$ cat config.mk
export PLATFORM = sky130hd
export DESIGN_NAME = spi_slave_ctrl
export DESIGN_NICKNAME = d
export VERILOG_FILES = /design/src/rtl/spi_slave_ctrl.sv
export SDC_FILE = /design/constraint.sdc
export NUM_CORES = 1
export LEC_CHECK = 0
export CAP_MARGIN = 20
export CORE_MARGIN = 2
export CORE_UTILIZATION = 50
export DETAILED_ROUTE_END_ITERATION = 6
export PLACE_DENSITY = 0.74
export SLEW_MARGIN = 25
export SYNTH_ARGS = -nofsm -noshare
export SYNTH_HDL_FRONTEND = slang
export SYNTH_SLANG_ARGS = --single-unit
$ cat constraint.sdc
create_clock -name clk_osc_bufg -period 6.7 [get_ports clk_osc_bufg]
set_clock_uncertainty 0.2 [all_clocks]
set_input_delay 1.675 -clock clk_osc_bufg [delete_from_list [all_inputs] [get_ports clk_osc_bufg]]
set_output_delay 1.675 -clock clk_osc_bufg [all_outputs]
set_load 0.05 [all_outputs]
$ cat src/rtl/spi_slave_ctrl.sv
`timescale 1ns/1ps
// spi_slave_ctrl
// SPI mode-0 slave that decodes 5-byte control frames
// (command, address hi/lo, data hi/lo) into register-bus strobes.
//
// Ports
//   clk_osc_bufg    in   system clock
//   reset_osc_bufg  in   asynchronous reset, active-high
//   i_spi_clk       in   SPI clock (asynchronous)
//   i_spi_cs        in   chip select (asynchronous, polarity from SPI_CS_POL)
//   i_spi_mosi      in   master-out data (asynchronous)
//   o_spi_miso      out  slave-out data, 0 outside the read data phase
//   o_wr_en         out  one-cycle register write strobe
//   o_rd_en         out  one-cycle register read request
//   ov_addr         out  register address of the last decoded frame
//   ov_wr_data      out  write data, valid with o_wr_en
//   iv_rd_data      in   read data, sampled one clock after o_rd_en
//   o_cmd_err       out  one-cycle pulse on an unknown command byte
//
// state   | meaning
// --------+------------------------------------------------------------
// IDLE    | CS inactive, counters held at zero
// CMD     | assembling byte 0 (command)
// ADDR    | assembling bytes 1-2 (address)
// DATA    | write: assembling bytes 3-4; read: shifting 16 bits out MISO
// SKIP    | frame finished or rejected, ignore SCLK until CS drops

module spi_slave_ctrl #(
    parameter string      SPI_FIRST_DATA = "MSB",
    parameter string      SPI_CS_POL     = "LOW",
    parameter logic [7:0] CMD_WR         = 8'h80,
    parameter logic [7:0] CMD_RD         = 8'h81
) (
    input  logic        clk_osc_bufg,
    input  logic        reset_osc_bufg,
    input  logic        i_spi_clk,
    input  logic        i_spi_cs,
    input  logic        i_spi_mosi,
    output logic        o_spi_miso,
    output logic        o_wr_en,
    output logic        o_rd_en,
    output logic [15:0] ov_addr,
    output logic [15:0] ov_wr_data,
    input  logic [15:0] iv_rd_data,
    output logic        o_cmd_err
);

    localparam bit LSB_FIRST = (SPI_FIRST_DATA == "LSB");
    localparam bit CS_HIGH   = (SPI_CS_POL == "HIGH");

    typedef enum logic [2:0] {
        ST_IDLE,
        ST_CMD,
        ST_ADDR,
        ST_DATA,
        ST_SKIP
    } state_t;

    state_t      state;
    logic [2:0]  sclk_sync;
    logic [2:0]  cs_sync;
    logic [2:0]  mosi_sync;
    logic        sclk_rise;
    logic        sclk_fall;
    logic [2:0]  bit_cnt;
    logic [2:0]  byte_cnt;
    logic [7:0]  shift_q;
    logic [7:0]  addr_hi;
    logic [7:0]  data_hi;
    logic        is_rd;
    logic [15:0] miso_sr;

    logic        cs_act;
    logic [7:0]  rx_byte;
    logic [15:0] rd_load;

    function automatic logic [7:0] rev8(input logic [7:0] x);
        logic [7:0] r;
        for (int k = 0; k < 8; k++) begin
            r[k] = x[7-k];
        end
        return r;
    endfunction

    // Stage [2] of every synchronizer is the edge-detect flop; using it for
    // CS and MOSI too keeps all three aligned with the registered edge pulses.
    assign cs_act = CS_HIGH ? cs_sync[2] : ~cs_sync[2];

    always_comb begin
        rx_byte = LSB_FIRST ? {mosi_sync[2], shift_q[7:1]} : {shift_q[6:0], mosi_sync[2]};
        // MISO always shifts out miso_sr[15]; pre-reverse each byte for LSB-first.
        rd_load = LSB_FIRST ? {rev8(iv_rd_data[15:8]), rev8(iv_rd_data[7:0])} : iv_rd_data;
    end

    always_ff @(posedge clk_osc_bufg or posedge reset_osc_bufg) begin
        if (reset_osc_bufg) begin
            sclk_sync <= 3'b000;
            cs_sync   <= {3{~CS_HIGH}};
            mosi_sync <= 3'b000;
            sclk_rise <= 1'b0;
            sclk_fall <= 1'b0;
        end else begin
            sclk_sync <= {sclk_sync[1:0], i_spi_clk};
            cs_sync   <= {cs_sync[1:0], i_spi_cs};
            mosi_sync <= {mosi_sync[1:0], i_spi_mosi};
            sclk_rise <= sclk_sync[1] & ~sclk_sync[2];
            sclk_fall <= ~sclk_sync[1] & sclk_sync[2];
        end
    end

    always_ff @(posedge clk_osc_bufg or posedge reset_osc_bufg) begin
        if (reset_osc_bufg) begin
            state      <= ST_IDLE;
            bit_cnt    <= 3'd0;
            byte_cnt   <= 3'd0;
            shift_q    <= 8'h00;
            addr_hi    <= 8'h00;
            data_hi    <= 8'h00;
            is_rd      <= 1'b0;
            miso_sr    <= 16'h0000;
            o_spi_miso <= 1'b0;
            o_wr_en    <= 1'b0;
            o_rd_en    <= 1'b0;
            o_cmd_err  <= 1'b0;
            ov_addr    <= 16'h0000;
            ov_wr_data <= 16'h0000;
        end else begin
            o_wr_en   <= 1'b0;
            o_rd_en   <= 1'b0;
            o_cmd_err <= 1'b0;

            // The bank answers one clock after the request.
            if (o_rd_en) begin
                miso_sr <= rd_load;
            end

            // CS release outranks any SCLK edge seen in the same cycle.
            if (!cs_act) begin
                state      <= ST_IDLE;
                bit_cnt    <= 3'd0;
                byte_cnt   <= 3'd0;
                o_spi_miso <= 1'b0;
            end else begin
                case (state)
                    ST_IDLE: state <= ST_CMD;
                    ST_SKIP: state <= ST_SKIP;
                    default: begin
                        if (sclk_rise) begin
                            shift_q <= rx_byte;
                            bit_cnt <= bit_cnt + 3'd1;
                            if (bit_cnt == 3'd7) begin
                                byte_cnt <= byte_cnt + 3'd1;
                                case (state)
                                    ST_CMD: begin
                                        if (rx_byte == CMD_WR || rx_byte == CMD_RD) begin
                                            is_rd <= (rx_byte == CMD_RD);
                                            state <= ST_ADDR;
                                        end else begin
                                            o_cmd_err <= 1'b1;
                                            state     <= ST_SKIP;
                                        end
                                    end
                                    ST_ADDR: begin
                                        if (byte_cnt == 3'd1) begin
                                            addr_hi <= rx_byte;
                                        end else begin
                                            ov_addr <= {addr_hi, rx_byte};
                                            o_rd_en <= is_rd;
                                            state   <= ST_DATA;
                                        end
                                    end
                                    default: begin
                                        if (byte_cnt == 3'd3) begin
                                            data_hi <= rx_byte;
                                        end else begin
                                            if (!is_rd) begin
                                                o_wr_en    <= 1'b1;
                                                ov_wr_data <= {data_hi, rx_byte};
                                            end
                                            // 16th read bit has just been sampled by the master.
                                            o_spi_miso <= 1'b0;
                                            state      <= ST_SKIP;
                                        end
                                    end
                                endcase
                            end
                        end else if (sclk_fall && state == ST_DATA && is_rd) begin
                            o_spi_miso <= miso_sr[15];
                            miso_sr    <= {miso_sr[14:0], 1'b0};
                        end
                    end
                endcase
            end
        end
    end

endmodule
# After elaboration in Yosys (flattened, before gate mapping)
# Cells that the tools add are included.
dict set report classes {
  reduce_logical 21
  n_addsub 2
  n_eq_ne 15
  bitwise 10
  mux 46
}
# cell n
set op_table {}
lappend op_table {{16-bit 2-to-1 mux} 5}
lappend op_table {{3-bit 2-to-1 mux} 13}
lappend op_table {{1-bit 2-to-1 mux} 26}
lappend op_table {{6-bit AND reduction} 4}
lappend op_table {{8-bit equality test, second input constant} 2}
lappend op_table {{3-bit one-hot mux with 2 select lines} 2}
lappend op_table {{3-bit by 2-bit equality test with 1-bit output, second input constant} 3}
lappend op_table {{1-bit NOT} 8}
lappend op_table {{4-bit nonzero test} 2}
lappend op_table {{7-bit AND reduction} 1}
lappend op_table {{3-bit by 1-bit adder with 3-bit output, second input constant} 2}
lappend op_table {{3-bit by 1-bit equality test with 1-bit output, second input constant} 2}
lappend op_table {{3-bit equality test, second input constant} 2}
lappend op_table {{3-bit inequality test, second input constant} 2}
lappend op_table {{6-bit by 2-bit inequality test with 1-bit output, second input constant} 1}
lappend op_table {{3-bit AND reduction} 2}
lappend op_table {{5-bit inequality test, second input constant} 1}
lappend op_table {{5-bit AND reduction} 1}
lappend op_table {{4-bit AND reduction} 1}
lappend op_table {{2-bit nonzero test} 2}
lappend op_table {{2-bit OR reduction} 2}
lappend op_table {{3-bit zero test} 1}
lappend op_table {{3-bit by 2-bit inequality test with 1-bit output, second input constant} 1}
lappend op_table {{3-bit nonzero test} 1}
lappend op_table {{5 further kinds} 7}
dict set report totals {
  register_bits 96
  inputBits 21
}

# Depth between registers and ports, before layout
dict set report depth {
  word_depth 8
  ltp_mapped 8
}

# Worst setup path before layout
# OpenSTA, ideal clock, no wires.
dict set report synth_path {
  path_type {register to output}
  start {register o_rd_en}
  end {output o_rd_en}
  n_path_buf 0
  path_stages_with_launch 1
  setup_slack_ns 4.226
  t_arrival_ns 0.599
  cell_sequence {dfrtp_1}
}
# element line_no
set synth_rtl {}
lappend synth_rtl {{start, declared} 41} ;# output logic o_rd_en,
lappend synth_rtl {{start signal, assigned} 168} ;# o_rd_en <= is_rd;
# No word-level cell between the ends.

# Worst setup path in the final report
dict set report layout_path {
  start {register o_rd_en}
  end {output o_rd_en}
}
# No word-level cell between the ends.

==> impl_results.md <==
- Clock Pin Slew Worst Setup and Hold Paths: 90 ps
- Max cap viols: 0
- Xor/xnor share of the synthesized area: less than 1%
- Power per cell area: 222.8 nW/µm²
- Critical-path cell list: clkdlybuf4s50_1
- Post-synthesis cell type count: 38
- Clk root buf: clkbuf_8
- GRT busiest layer: met1
- Crit path DAT: 2200 ps
- Startpoint Class: flop
- Dpl ws: around 3000 ps
- Core Area: between 7000 and 8000 µm²
- Share of layout cells above drive strength 1: 25.22%
- H-tree depth: 3
- Filler instances: ~600
- Leak: about 2.1 nW
- Max-Slew Margin vs Limit: a little over 40%
- Grt total ovfl: 0
- Routed wire per std cell: 14.91 µm
- Tot Pwr: 0.001057 W
- Avg Vias per Cell: approximately 5.2
- Critical-path top delay cell: clkdlybuf4s50_1
- Synth Area per Inst: 13.76 µm²
- Internal: between 0.0008 and 0.0009 W
- CTS resizes: 0
- Global-route wire length before repair: around 11 mm
- Die area: 8509 µm²
- Adder-cell share of the synthesized area: 1.607%
- EDFF count, synth: 0
- Worst-path fanout max: 17
- FF+latch area: about 2400 µm²
- Vias in the first global route: about 2,300
- Hold_ws: 162.5 ps
- Top FF cell, synth: dfrtp_1
- Final setup vio count: 0
- Status: complete, no violations
- FF+latch count, synth: 96
- Skew-Pair Late Insertion Delay: 360 ps
- Clk sink count: 96
- HPWL after DPL: about 4.4 mm
- Setup TNS Final: 0 ps
- Maximum vdd ir drop: 0.1397 mV
- WL final: 6.664 mm
- Ys Warns: 0
- RSZ-0062 raised after global routing: false
- Gate power share: 4.0%
- Fmax: between 200 and 250 MHz
- Cts bufs inserted: 9
- CP endpoint kind: output port
- GRT met1 Usage: about a quarter
- M2 GR Usage: ~25%
- Initial antenna violation count: 0
- FFs w/ async S/R, synth: 100.0%
- Final hold violation count: 0
- Worst-margin pin slew: 888.9 ps
- Synth top area share: 59.77%
- Clock power share: between 30% and 40%
- First-pass iteration count of the detailed router: 4
- Switch Pwr: 0.0002522 W
- Crit path buffers/inverters: 1
- Post-Synthesis Cells: 283
- Flop pwr share: 58.5%
- DRT iter0 DRCs: 146
- CTS tree: done
- DRC errors left: 0
- Mux share of post-synthesis cell area: 21.11%
- Die Wd: 92.25 µm
- Chip height: between 90 and 100 µm
- Final nets: 366
- Slew Viols, Final: 0
- Ant. Diodes: 0
- Largest net degree at the start of global routing: 54
- Main combinational cell family by area after synthesis: multiplexers
- Commonest cells in the netlist: 93 x dfrtp_1, 57 x mux2_2, 20 x o21ai_0
- Worst path top cell family by delay: buffers and inverters
- GRT met3 Usage: 3.780%
- WS Path Type: flop to output port
- Post-synthesis simple-gate area fraction: 8.098%
- Seq/Total Area, Yosys: approximately 62%
- Count leader, synth: dfrtp_1
- Tmin final: 4076 ps
- Sw frac: 23.86%
- PortBufs: 56
- Post-DRT Antenna Nets: 0
- Top area cells in the synthesized netlist: dfrtp_1 60%, mux2_2 16%, mux2i_1 4.6%
- Finished layout cell area: 4745 µm²
- Largest stage delay on the critical path: about 940 ps
- Multi-input combinational cell area: 1390 µm²
- Placer Congestion: ~0.83
- Worst endpoint required time: 4830 ps
- Post-CTS setup buffer count: 0
- Placed cell area: 4532 µm²
- Synthesized cell area: slightly below 4000 µm²
- Type of the worst min-delay path: flop to flop
- Setup ws final: 2624 ps
- Overall Global Routing Usage: 17.13%
- CTS Hold Bufs: 0
- Period utilisation layout: 60.83%
- I/O Pins: 57
- Synth Area in Compound Gates: 4.306%
- Via count: 2,307
- Post-synth top area cell: dfrtp_1
- Site Rows: 32
- P&R area growth vs syn: 21.85%
- Initial core utilization: 50.92%
- Synth Net Count: 309
- Clock buffer depth: 2
[per-stage QoR]
stage,cells,util (%)
floorplan,283,-
global placement,431,59.26
detailed placement,431,59.26
CTS,447,62.04
global route,447,62.04
finish,447,62.04
[area by class of cell]
| cell class | instances | share of cell area [%] |
|---|---|---|
| clock buffer | 10 | 2.901 |
| tap | 102 | 2.690 |
| multi-input combinational | 168 | 29.30 |
| timing repair buffer | 59 | 12.29 |
| sequential | 96 | 50.71 |
| inverter | 6 | 0.5274 |
| clock inverter | 6 | 1.582 |
[worst paths after layout]
check / start / end / slack [ps] / cells after the start
max: o_rd_en / o_rd_en / 2620 / 1
min: mosi_sync[1] / mosi_sync[2] / 160 / 0
max reg2reg: bit_cnt[0] / ov_addr[0] / 4130 / 6
min reg2reg: mosi_sync[1] / mosi_sync[2] / 160 / 0
max in group asynchronous: reset_osc_bufg / bit_cnt[2] / 3750 / 3
min in group asynchronous: reset_osc_bufg / data_hi[3] / 1510 / 2
[routing by layer]
metal,part of all wire (%),vias to the layer above
met3,4.0,7
met4,1.3,0
met5,0,-
met2,44,49
li1,-,1100
met1,50,1151
[power groups by stage]
stage / combinational [W] / clock, W / sequential, W
final: 0.0000425 / 0.000397 / 0.000618
after global routing: 0.0000470 / 0.000431 / 0.000621
after CTS: 0.0000435 / 0.000405 / 0.000618
after detailed placement: 0.0000432 / 0 / 0.000630
after global placement: 0.0000425 / 0 / 0.000629
after floorplan: 0.0000285 / 0 / 0.000616
[logic make-up (layout without fill, tap and decap cells)]
group,count (synthesis),count (layout)
compound gates,30,30
mux,75,75
buf+inv,19,81
fa+ha+maj,5,5
simple gates,56,56
xor+xnor,2,2
flops,96,96
[sequential cells by signal (all words and copies together) (netlist names)]
signal / cells
miso_sr: 16
ov_addr: 16
ov_wr_data: 16
addr_hi: 8
data_hi: 8
shift_q: 7
bit_cnt: 3
byte_cnt: 3
cs_sync: 3
mosi_sync: 3
sclk_sync: 3
state: 3
is_rd: 1
o_cmd_err: 1
o_rd_en: 1
o_spi_miso: 1
o_wr_en: 1
sclk_fall: 1
sclk_rise: 1
[placed cells by master, fill, tap and decap left out, types with 2 or more instances in the layout]
master           instances
mux2_2                  57
nor2_1                  13
buf_4                    3
mux2i_1                 18
clkbuf_8                10
nor2b_1                  4
inv_6                    2
nor3_2                   2
clkdlybuf4s50_1         56
a21oi_1                  3
nand2_1                 18
inv_1                    5
o21ai_0                 20
ha_1                     5
dfrtp_1                 93
nand2b_1                 5
a211oi_1                 2
dfstp_2                  3
nor3_1                   2
[worst reg2reg max path, stage by stage, from the launching register on]
cell	delay, ps
dfrtp_1	380
ha_1	170
ha_1	290
nand2_2	160
nor4_2	280
nand2b_1	520
mux2_2	470
Note: power is estimated with default switching activity, not from simulation.
